`src/rtl/ltc2308_pkg.sv`:
```
// ltc2308_pkg: shared FSM states, widths and config-word mapping for the LTC2308 controller
package ltc2308_pkg;
  typedef enum logic [2:0] {IDLE, CONV_HI, CONV_WAIT, SHIFT, DONE} state_e;
  localparam int CFG_BITS = 6;
  localparam int DATA_BITS = 12;
  // {S/D, O/S, S1, S0, UNI, SLP}; single-ended, awake
  function automatic logic [CFG_BITS-1:0] cfg_word(input logic [2:0] ch, input logic uni);
    return {1'b1, ch[0], ch[2], ch[1], uni, 1'b0};
  endfunction
endpackage

```
`src/rtl/ltc2308_ctrl_sclk_gen.sv`:
```
// sclk_gen: SCLK divider, low phase first, with rise/fall pulses in the last cycle of each phase
module sclk_gen #(
  parameter int DIV = 2
) (
  input  logic clk_i,
  input  logic rst_i,
  input  logic en_i,
  output logic sclk_o,
  output logic rise_o,
  output logic fall_o
);
  logic [7:0] cnt_q;
  logic       lvl_q;
  logic       wrap;
  assign wrap   = en_i && cnt_q == 8'(DIV - 1);
  assign rise_o = wrap && !lvl_q;
  assign fall_o = wrap && lvl_q;
  assign sclk_o = lvl_q;
  always_ff @(posedge clk_i) begin
    if (rst_i || !en_i) begin
      cnt_q <= '0;
      lvl_q <= 1'b0;
    end else if (wrap) begin
      cnt_q <= '0;
      lvl_q <= ~lvl_q;
    end else begin
      cnt_q <= cnt_q + 8'd1;
    end
  end
endmodule

```
`src/rtl/ltc2308_ctrl.sv`:
```
// ltc2308_ctrl: frame sequencer for the LTC2308 ADC (CONVST, wait, 12-bit SPI shift)
module ltc2308_ctrl
  import ltc2308_pkg::*;
#(
  parameter int SCLK_DIV    = 2,
  parameter int CONV_CYCLES = 80
) (
  input  logic                 CLOCK_50,
  input  logic                 reset,
  input  logic                 start,
  input  logic [2:0]           chan,
  input  logic                 unipolar,
  output logic                 ADC_CONVST,
  output logic                 ADC_SCLK,
  output logic                 ADC_DIN,
  input  logic                 ADC_DOUT,
  output logic                 busy,
  output logic                 sample_valid,
  output logic [DATA_BITS-1:0] sample,
  output logic [2:0]           sample_chan
);
  state_e               state_q;
  logic [9:0]           cnt_q;
  logic [3:0]           bit_q;
  logic [CFG_BITS-1:0]  cfg_q;
  logic [2:0]           chan_q, prev_q, schan_q;
  logic [DATA_BITS-1:0] sh_q, sample_q;
  logic                 conv_q, din_q, busy_q, valid_q;
  logic                 rise, fall;
  sclk_gen #(.DIV(SCLK_DIV)) u_sclk (
    .clk_i (CLOCK_50),
    .rst_i (reset),
    .en_i  (state_q == SHIFT),
    .sclk_o(ADC_SCLK),
    .rise_o(rise),
    .fall_o(fall)
  );
  assign ADC_CONVST   = conv_q;
  assign ADC_DIN      = din_q;
  assign busy         = busy_q;
  assign sample_valid = valid_q;
  assign sample       = sample_q;
  assign sample_chan  = schan_q;
  always_ff @(posedge CLOCK_50) begin
    if (reset) begin
      state_q  <= IDLE;
      cnt_q    <= '0;
      bit_q    <= '0;
      cfg_q    <= '0;
      chan_q   <= '0;
      prev_q   <= '0;
      schan_q  <= '0;
      sh_q     <= '0;
      sample_q <= '0;
      conv_q   <= 1'b0;
      din_q    <= 1'b0;
      busy_q   <= 1'b0;
      valid_q  <= 1'b0;
    end else begin
      valid_q <= 1'b0;
      if (rise) sh_q <= {sh_q[DATA_BITS-2:0], ADC_DOUT};
      case (state_q)
        IDLE, DONE:
          if (start) begin
            state_q <= CONV_HI;
            cfg_q   <= cfg_word(chan, unipolar);
            chan_q  <= chan;
            cnt_q   <= '0;
            conv_q  <= 1'b1;
            busy_q  <= 1'b1;
          end else begin
            state_q <= IDLE;
            busy_q  <= 1'b0;
          end
        CONV_HI:
          if (cnt_q == 10'd1) begin
            state_q <= CONV_WAIT;
            cnt_q   <= '0;
            conv_q  <= 1'b0;
          end else cnt_q <= cnt_q + 10'd1;
        CONV_WAIT:
          if (cnt_q == 10'(CONV_CYCLES - 1)) begin
            state_q <= SHIFT;
            din_q   <= cfg_q[CFG_BITS-1];
            cfg_q   <= cfg_q << 1;
            bit_q   <= '0;
          end else cnt_q <= cnt_q + 10'd1;
        SHIFT:
          // DIN advances on the SCLK fall; zeros shift in once the config word is spent
          if (fall) begin
            din_q <= cfg_q[CFG_BITS-1];
            cfg_q <= cfg_q << 1;
            bit_q <= bit_q + 4'd1;
            if (bit_q == 4'(DATA_BITS - 1)) begin
              state_q  <= DONE;
              valid_q  <= 1'b1;
              sample_q <= sh_q;
              schan_q  <= prev_q;
              prev_q   <= chan_q;
            end
          end
        default: state_q <= IDLE;
      endcase
    end
  end
endmodule

```
`config.mk`:
```
export PLATFORM = sky130hd
export DESIGN_NAME = ltc2308_ctrl
export DESIGN_NICKNAME = d
export VERILOG_FILES = /design/src/rtl/ltc2308_pkg.sv /design/src/rtl/ltc2308_ctrl_sclk_gen.sv /design/src/rtl/ltc2308_ctrl.sv
export SDC_FILE = /design/constraint.sdc
export NUM_CORES = 1
export LEC_CHECK = 0
export CORE_MARGIN = 1.5
export CORE_UTILIZATION = 50
export DETAILED_ROUTE_END_ITERATION = 10
export MAX_ROUTING_LAYER = met4
export PLACE_DENSITY = 0.81
export SETUP_SLACK_MARGIN = 0.3
export SYNTH_ARGS = -nofsm -noshare
export SYNTH_HDL_FRONTEND = slang
export SYNTH_SLANG_ARGS = --single-unit
export TNS_END_PERCENT = 30
```
`constraint.sdc`:
```
create_clock -name CLOCK_50 -period 2.45 [get_ports CLOCK_50]
set_clock_uncertainty 0.2 [all_clocks]
set_input_delay 0.245 -clock CLOCK_50 [delete_from_list [all_inputs] [get_ports CLOCK_50]]
set_output_delay 0.245 -clock CLOCK_50 [all_outputs]
set_load 0.02 [all_outputs]
```
* Word level (Yosys, flattened, before mapping) *
Index checks and enable logic that the tools add are counted.

storage, ports and cells
  register bits = 69
  latch bits = 0
  memory bits (writable) = 0
  memory bits (read-only) = 0
  output and inout port bits = 20
  memories kept = 0

operators by class
  $add $sub $neg = 3
  $mul = 0
  divide/modulo/power cells = 0
  order comparisons = 0
  equal/unequal tests = 14
  shifts and indexed selects = 0
  mux-type cells = 25
  bitwise logic cells = 3
  reductions and logical operators = 21

operators with widths
  kind                                            count
  2-to-1 mux 10 bit                               3
  case mux 10 bit (3 select lines)                1
  2-to-1 mux 6 bit                                3
  case mux 6 bit (3 select lines)                 1
  2-to-1 mux 3 bit                                4
  inequality test 2 bit, second input constant    6
  case mux 3 bit (4 select lines)                 1
  AND reduction 3 bit                             4
  adder 10 x 1 -> 10 bit, second input constant   1
  == test 10 x 1 -> 1 bit, second input constant  1
  == test 10 x 7 -> 1 bit, second input constant  1
  adder 8 x 1 -> 8 bit, second input constant     1
  == test 8 x 1 -> 1 bit, second input constant   1
  2-to-1 mux 4 bit                                2
  case mux 4 bit (2 select lines)                 1
  AND reduction 4 bit                             2
  2-to-1 mux 1 bit                                7
  == test 3 x 2 -> 1 bit, second input constant   2
  nonzero test 3 bit                              2
  adder 4 x 1 -> 4 bit, second input constant     1
  == test 4 bit, second input constant            1
  case mux 1 bit (2 select lines)                 2
  nonzero test 2 bit                              2
  OR reduction 2 bit                              2
  other kinds (9)                                 14

* Depth between registers and ports, before layout *
Gate-level depths: netlist of run 1.

  depth in word-level cells = 5
  gate-level depth with buffers = 9
  gate-level depth less buffers = 7

* Hierarchy *
Synthesis of run 1 repeated with hierarchy kept, for this count alone.

unflattened totals
  cell total of the unflattened synthesis = 328
  area, all modules = 2831.5 um2

by module, submodules not included
  module        times used  cells each  area an instance (um2)  sequential area each (um2)
  ltc2308_ctrl  1           283         2434.8                  1181.1
  sclk_gen      1           45          396.6                   180.2

* Least setup slack after synthesis of run 1 *
Ideal clock, no wire load.

  path kind = reg-to-reg
  start = register cnt_q[0]
  end = register cnt_q[4]
  library setup time = 115 ps
  arrival time = 1915 ps
  required time = 2135 ps
  slack = 220 ps
  cell stages (with the launch flop) = 7
  cell sequence = dfxtp_1 ha_1 or4b_2 o311ai_0 a21o_2 a21oi_1 and2_1

on the way
  word-level cells in the longest chain between the ends = 3
  elaborated cells on any way between the ends = 8
  those cells by class = add/sub (1); eq/ne (3); mux (3); reduce/logical (1)

ends and longest elaborated chain
  element                                                                         line                                    RTL
  start: declaration                                                              ltc2308_ctrl.sv:23                      logic [9:0] cnt_q;
  start signal: assignment                                                        ltc2308_ctrl.sv:80                      end else cnt_q <= cnt_q + 10'd1;
  start signal: assignment                                                        ltc2308_ctrl.sv:87                      end else cnt_q <= cnt_q + 10'd1;
  adder 10 x 1 -> 10 bit, or another cell as far along                            ltc2308_ctrl.sv:80, ltc2308_ctrl.sv:87
  2-to-1 mux 10 bit, or another cell as far along                                 ltc2308_ctrl.sv:82                      if (cnt_q == 10'(CONV_CYCLES - 1)) begin
  case mux 10 bit (3 select lines) / AND reduction 3 bit (equally long branches)  n/a

Several ways; a longest one is shown, not always the timed one. The select of a mux whose other input is x is not followed.
A chain may end at the register's enable or synchronous reset.

* Final worst setup path of run 1 *
  start = register cnt_q[4]
  end = register cnt_q[5]

Same word-level chain as after synthesis.

==> impl_metrics.toml, run 1 <==
[cts]
cts_tree = "built"
cts-htree-levels = 3
ctsHoldBuffers = 0
numCtsBuffers = 9
clock_latency_ps = 350
cts-root-buf = "clkbuf_8"
clk_path_buf_depth = 2
clkSinkCount = 68
clkTransAtPathRegs_ps = 80

[finish]
n_fill_cell = 445
nNetsFinal = 390
drive_gt1_share_pct = 16.01
final_cells = 453
area_growth_pct = 24.31
antennaDiodeCount = 0
utilization_pct = 65.13

[sta]
finalHoldViolCount = 0
relSlewSlack_pct = 48.63
hold_slack_ps = 251.1
grt_setup_unrepaired = "yes"
finalSetupViolations = 0
fmax_mhz = 471.7
period_share_pct = 86.52
slew_viol_final = 0
worst_pin_slew_ps = 770.5
tns_ps = 0
fin_crit_ps = 2120

[logic_synthesis]
ys_types = 45
synth_edf_count = 0
netlist_area_mm2 = 0.002903
ys_dominant_reg_cell = "dfxtp_1"
yosysMostFrequentCell = "dfxtp_1"
synth_top_area_cell = "dfxtp_1"
synth_top_area_share_pct = 46.90
synth-seq-cells = 68
yosys-top-cells-area = "dfxtp_1, nand2_1, a21oi_1, mux2i_1, nor2_1"
synth.avg_cell_area_um2 = 8.563
ys_seq_area_share_pct = 46.90
ys_async_sr_fraction_pct = 0
netlist_instances = 339
synth_fp_nets = 352
synth_commonest_cells = "dfxtp_1, nand2_1, a21oi_1, nor2_1, mux2i_1"
yosys_warnings = 0

[floorplanning]
die_h_um = 79.20
die_area_mm2 = 0.006272
io_pins = 28
die_w_um = 79.20
coreArea_mm2 = 0.005540
rows = 27
start_util_pct = 52.39

[placed_design]
gp_congestion = 0.9277
io_buffers = 27
dp_cells = 431
hpwl_um = 4108

[worst_setup_path]
critPathBufInv = 0
critPathKind = "reg2reg"
worstPathArrival_ps = 2160
cp_max_fo = 8
cpMaxStageDelayCell = "or4_4"
start_kind = "flip-flop"
cp_top_family = "simple AND/OR/NAND/NOR gates"
max_stage_delay_ps = 580
end_kind = "flip-flop"
cp_cell_sequence = "or4_4 -> o311ai_4 -> a21o_2 -> a21oi_2 -> and2_1"
required_ps = 2490

[global_routing]
grt_most_used_layer = "met2"
grt-ovfl-total = 0
gr-usage-met2_pct = 34.62
grt.met1_usage_pct = 28.41
grt_pass1_wl_um = 10740
first_global_vias = 2331
grtUsageMet3_pct = 5.632
grt_max_degree = 44
grt_usage_pct = 22.67
antenna_found_initial = 0

[power]
power_density_mw_per_mm2 = 643.8
max-vdd-ir-drop_mv = 0.5447
p_leak_nw = 1.227

[drt]
dr.pass1.iters = 4
drc = 0
drtIter0Drc = 203
vias_per_cell = 5.618
wl_um = 6554
wl_per_cell_um = 14.47
vias = 2545
antenna_left = 0

[run]
cap_violations = 0

[hold_path]
hold_class = "reg2reg"

[run_status]
status = "finished, final reports clean"
-- tightest hold or removal path: cells and delay by family (launching register included) --
family             cells  cell delay, ps
AOI/OAI and AO/OA      1              50
DFF                    1             310
and+or+nand+nor        1              50
-- final timing paths --
kind,from,to,cells past startpoint,slack (ps)
min reg2reg,sample_chan[2],sample_chan[2],2,250
max reg2reg,cnt_q[4],cnt_q[5],5,330
max,cnt_q[4],cnt_q[5],5,330
min,sample_chan[2],sample_chan[2],2,250
-- sequential cells by signal (all words and copies together), names as in the netlist --
signal,cells
u_sclk.cnt_q,8
bit_q,4
ADC_DIN,1
sample_valid,1
sample,12
cnt_q,10
busy,1
state_q,3
cfg_q,5
sh_q,12
sample_chan,3
ADC_CONVST,1
prev_q,3
chan_q,3
u_sclk.sclk_o,1
-- repair_timing --
action	in CTS	in global routing
setup buffers	6	0
pin swaps	4	3
setup endpoints to repair	15	47
gates cloned	1	0
gates resized for setup	13	14
-- logic make-up after synthesis --
| group | synth area share, % |
|---|---|
| AND/OR/NAND/NOR | 27.37 |
| flip-flops | 46.90 |
| AO/OA/AOI/OAI | 11.77 |
| adder cells (fa/ha/maj) | 2.155 |
| buffers and inverters | 4.138 |
| XOR/XNOR | 2.112 |
| multiplexers | 5.560 |
-- power breakdown --
part	internal, mW	leakage [nW]	switching (mW)
Clock	0.564	0.102	0.418
Sequential	1.13	0.553	0.0184
Combinational	0.0908	0.573	0.105
Total	1.78	1.23	0.541
-- layer usage --
metal | up-vias | routed length (um) | share of wire, %
met1 | 1193 | 2947 | 45
met4 | 0 | 159 | 2.4
met3 | 20 | 360 | 5.5
met2 | 75 | 3086 | 47
met5 | - | 0 | 0
li1 | 1257 | - | -
-- cell usage in the layout, fill, tap and decap left out, types with 3 or more instances in the layout --
master           synthesis  layout
a21oi_1                 36      34
a31oi_1                  4       4
and2_1                   4       4
and3_1                   4       4
buf_4                    1      15
clkbuf_8                 0       9
clkdlybuf4s50_1          0      26
dfxtp_1                 68      63
dfxtp_2                  0       4
ha_1                     5       3
inv_1                    7       6
mux2i_1                 15      15
nand2_1                 55      54
nand3_1                 11      10
nand4_1                  4       4
nor2_1                  33      33
nor3_1                  12      10
nor4_1                   6       5
o21ai_0                  8       8
or2_2                    3       3
or3_1                    7       7
or4_1                    5       4
xor2_1                   6       6
-- metrics by stage --
step / power [mW] / instance area (um^2) / worst slack (ps)
2_1_floorplan: 1.287 / 2903 / 292.1
4_1_cts: 2.334 / 3557 / 267.3
3_5_place_dp: 1.324 / 3244 / 53.06
5_1_grt: 2.397 / 3608 / 276.1
6_report: 2.323 / 3608 / 330.2
3_3_place_gp: 1.319 / 3244 / 137.9
-- cell type report --
cell class                 instances  area (um^2)  share of cell area, %
sequential                        68         1370                  37.97
tap                               72        90.09                  2.497
timing repair buffer              43        389.1                  10.78
clock buffer                      10        127.6                  3.537
multi-input combinational        248         1528                  42.34
clock inverter                     5        77.57                  2.150
inverter                           7        26.28                 0.7282
No activity file was read; power rests on OpenSTA's default activity.
==> inputs of run 2 (changes only) <==
--- a/config.mk
+++ b/config.mk
@@ -10,7 +10,7 @@
 export DETAILED_ROUTE_END_ITERATION = 10
 export MAX_ROUTING_LAYER = met4
 export PLACE_DENSITY = 0.81
-export SETUP_SLACK_MARGIN = 0.3
+export SETUP_SLACK_MARGIN = 0.2
 export SYNTH_ARGS = -nofsm -noshare
 export SYNTH_HDL_FRONTEND = slang
 export SYNTH_SLANG_ARGS = --single-unit
==> impl_metrics.toml, run 2 (synthesis gave the netlist of run 1 again) <==
[worst_setup_path]
reg2reg_slack_ps = 270
endpoint = "cnt_q[6]"
start_kind = "flip-flop"
worstReg2RegEnd = "cnt_q[6]"
cp_cell_sequence = "inv_1 -> ha_1 -> or4b_4 -> o311ai_4 -> a21o_2 -> a21oi_1 -> a21boi_0"
worstPathArrival_ps = 2210
max_stage_delay_ps = 490
timing.rr.start = "cnt_q[1]"
path_depth = 7
crit_start = "cnt_q[1]"
end_kind = "flip-flop"
cpMaxStageDelayCell = "or4b_4"
required_ps = 2470
cp_top_family = "compound AO/OA/AOI/OAI gates"
critPathKind = "reg2reg"
critPathBufInv = 1
r2r_cells = 7
cp_max_fo = 5

[floorplanning]
io_pins = 28
die_area_mm2 = 0.006272
coreArea_mm2 = 0.005540
die_h_um = 79.20
start_util_pct = 52.39
rows = 27
die_w_um = 79.20

[drt]
drtIter0Drc = 243
vias = 2516
antenna_left = 0
dr.pass1.iters = 6
wl_um = 6242
wl_per_cell_um = 13.75
drc = 0
vias_per_cell = 5.542

[cts]
clkSinkCount = 68
cts-htree-levels = 3
clk_path_buf_depth = 2
ctsHoldBuffers = 0
cts_tree = "built"
clkTransAtPathRegs_ps = 70
cts-root-buf = "clkbuf_8"
clock_latency_ps = 350
numCtsBuffers = 9

[sta]
finalHoldViolCount = 0
relSlewSlack_pct = 50.43
period_share_pct = 89.05
worst_slack_ps = 268.2
fin_crit_ps = 2182
finalSetupViolations = 0
fmax_mhz = 458.3
worst_pin_slew_ps = 743.6
hold_slack_ps = 249.2
grt_setup_unrepaired = "yes"
slew_viol_final = 0

[power]
max-vdd-ir-drop_mv = 0.4318
power_density_mw_per_mm2 = 609.1
seq_power_share_pct = 53.5
intPower_mw = 1.597
p_clk_share_pct = 38.2
p_leak_nw = 1.209
swShare_pct = 25.40
p_comb_share_pct = 8.3
switchingPower_uw = 544.0

[placed_design]
io_buffers = 27
gp_congestion = 0.8581
pre_cts_slack_ps = -3.655
dp_cells = 436
hpwl_um = 4065

[run_status]
status = "finished, final reports clean"

[global_routing]
first_global_vias = 2388
grt_pass1_wl_um = 10780
grt_max_degree = 43
antenna_found_initial = 0
grt_usage_pct = 22.63
grt-ovfl-total = 0

[finish]
final_cells = 454
final_cell_mix = "dfxtp_1, nand2_1, a21oi_1"
final_common_cell = "dfxtp_1"
antennaDiodeCount = 0
drive_gt1_share_pct = 13.61
nNetsFinal = 390
area_growth_pct = 21.12
n_fill_cell = 475

[run]
cap_violations = 0

[hold_path]
hold_class = "reg2reg"
## run 2: through the flow
| stage | TNS (ps) | util (%) | instance area (um^2) | power [mW] |
|---|---|---|---|---|
| after floorplan | 0 | - | 2903 | 1.287 |
| after global placement | 0 | 59.24 | 3282 | 1.320 |
| after detailed placement | -9.650 | 59.24 | 3282 | 1.326 |
| after CTS | 0 | 63.17 | 3500 | 2.154 |
| after global routing | 0 | 63.46 | 3516 | 2.223 |
| final | 0 | 63.46 | 3516 | 2.141 |
## run 2: worst reg2reg max path: cells and delay by family, from the launching register on
kind,cells,cell delay (ps)
fa+ha+maj,1,120
simple gates,1,490
buf+inv,1,60
compound gates,4,860
flops,1,330
## run 2: worst min path at each step
stage | cells after the start | start | end | slack (ps)
CTS | 2 | reset | sh_q[5] | 250
global placement | 2 | prev_q[0] | prev_q[0] | 240
detailed placement | 2 | prev_q[2] | sample_chan[2] | 250
floorplan | 2 | chan[0] | chan_q[0] | 180
finish | 2 | sample_chan[0] | sample_chan[0] | 250
global route | 2 | prev_q[0] | prev_q[0] | 270
## run 2: area by class of cell
class,count,area (um^2),area share (%)
multi-input combinational,248,1471,41.85
sequential,68,1365,38.83
timing repair buffer,43,385.4,10.96
clock buffer,10,137.6,3.915
tap,72,90.09,2.562
clock inverter,6,40.04,1.139
inverter,7,26.28,0.7473
## run 2: power by group through the flow
stage	combinational (mW)	sequential (mW)	clock, mW
after floorplan	0.122	1.16	0
after global placement	0.152	1.17	0
after detailed placement	0.158	1.17	0
after CTS	0.175	1.14	0.835
after global routing	0.194	1.15	0.880
final	0.177	1.15	0.818
## run 2: timing repair
action,4_1_cts,5_1_grt
gates cloned,1,0
endpoints found under the hold margin,0,0
pin swaps,2,2
setup buffers,1,0
setup endpoints to repair,11,40
resized for setup,5,6
## run 2: metal layers
layer / vias to the layer above / wire length (um) / track usage [%]
li1: 1259 / - / -
met1: 1177 / 2736 / 26.90
met2: 64 / 3057 / 36.07
met3: 16 / 314 / 3.563
met4: 0 / 134 / 13.68
met5: - / 0 / -
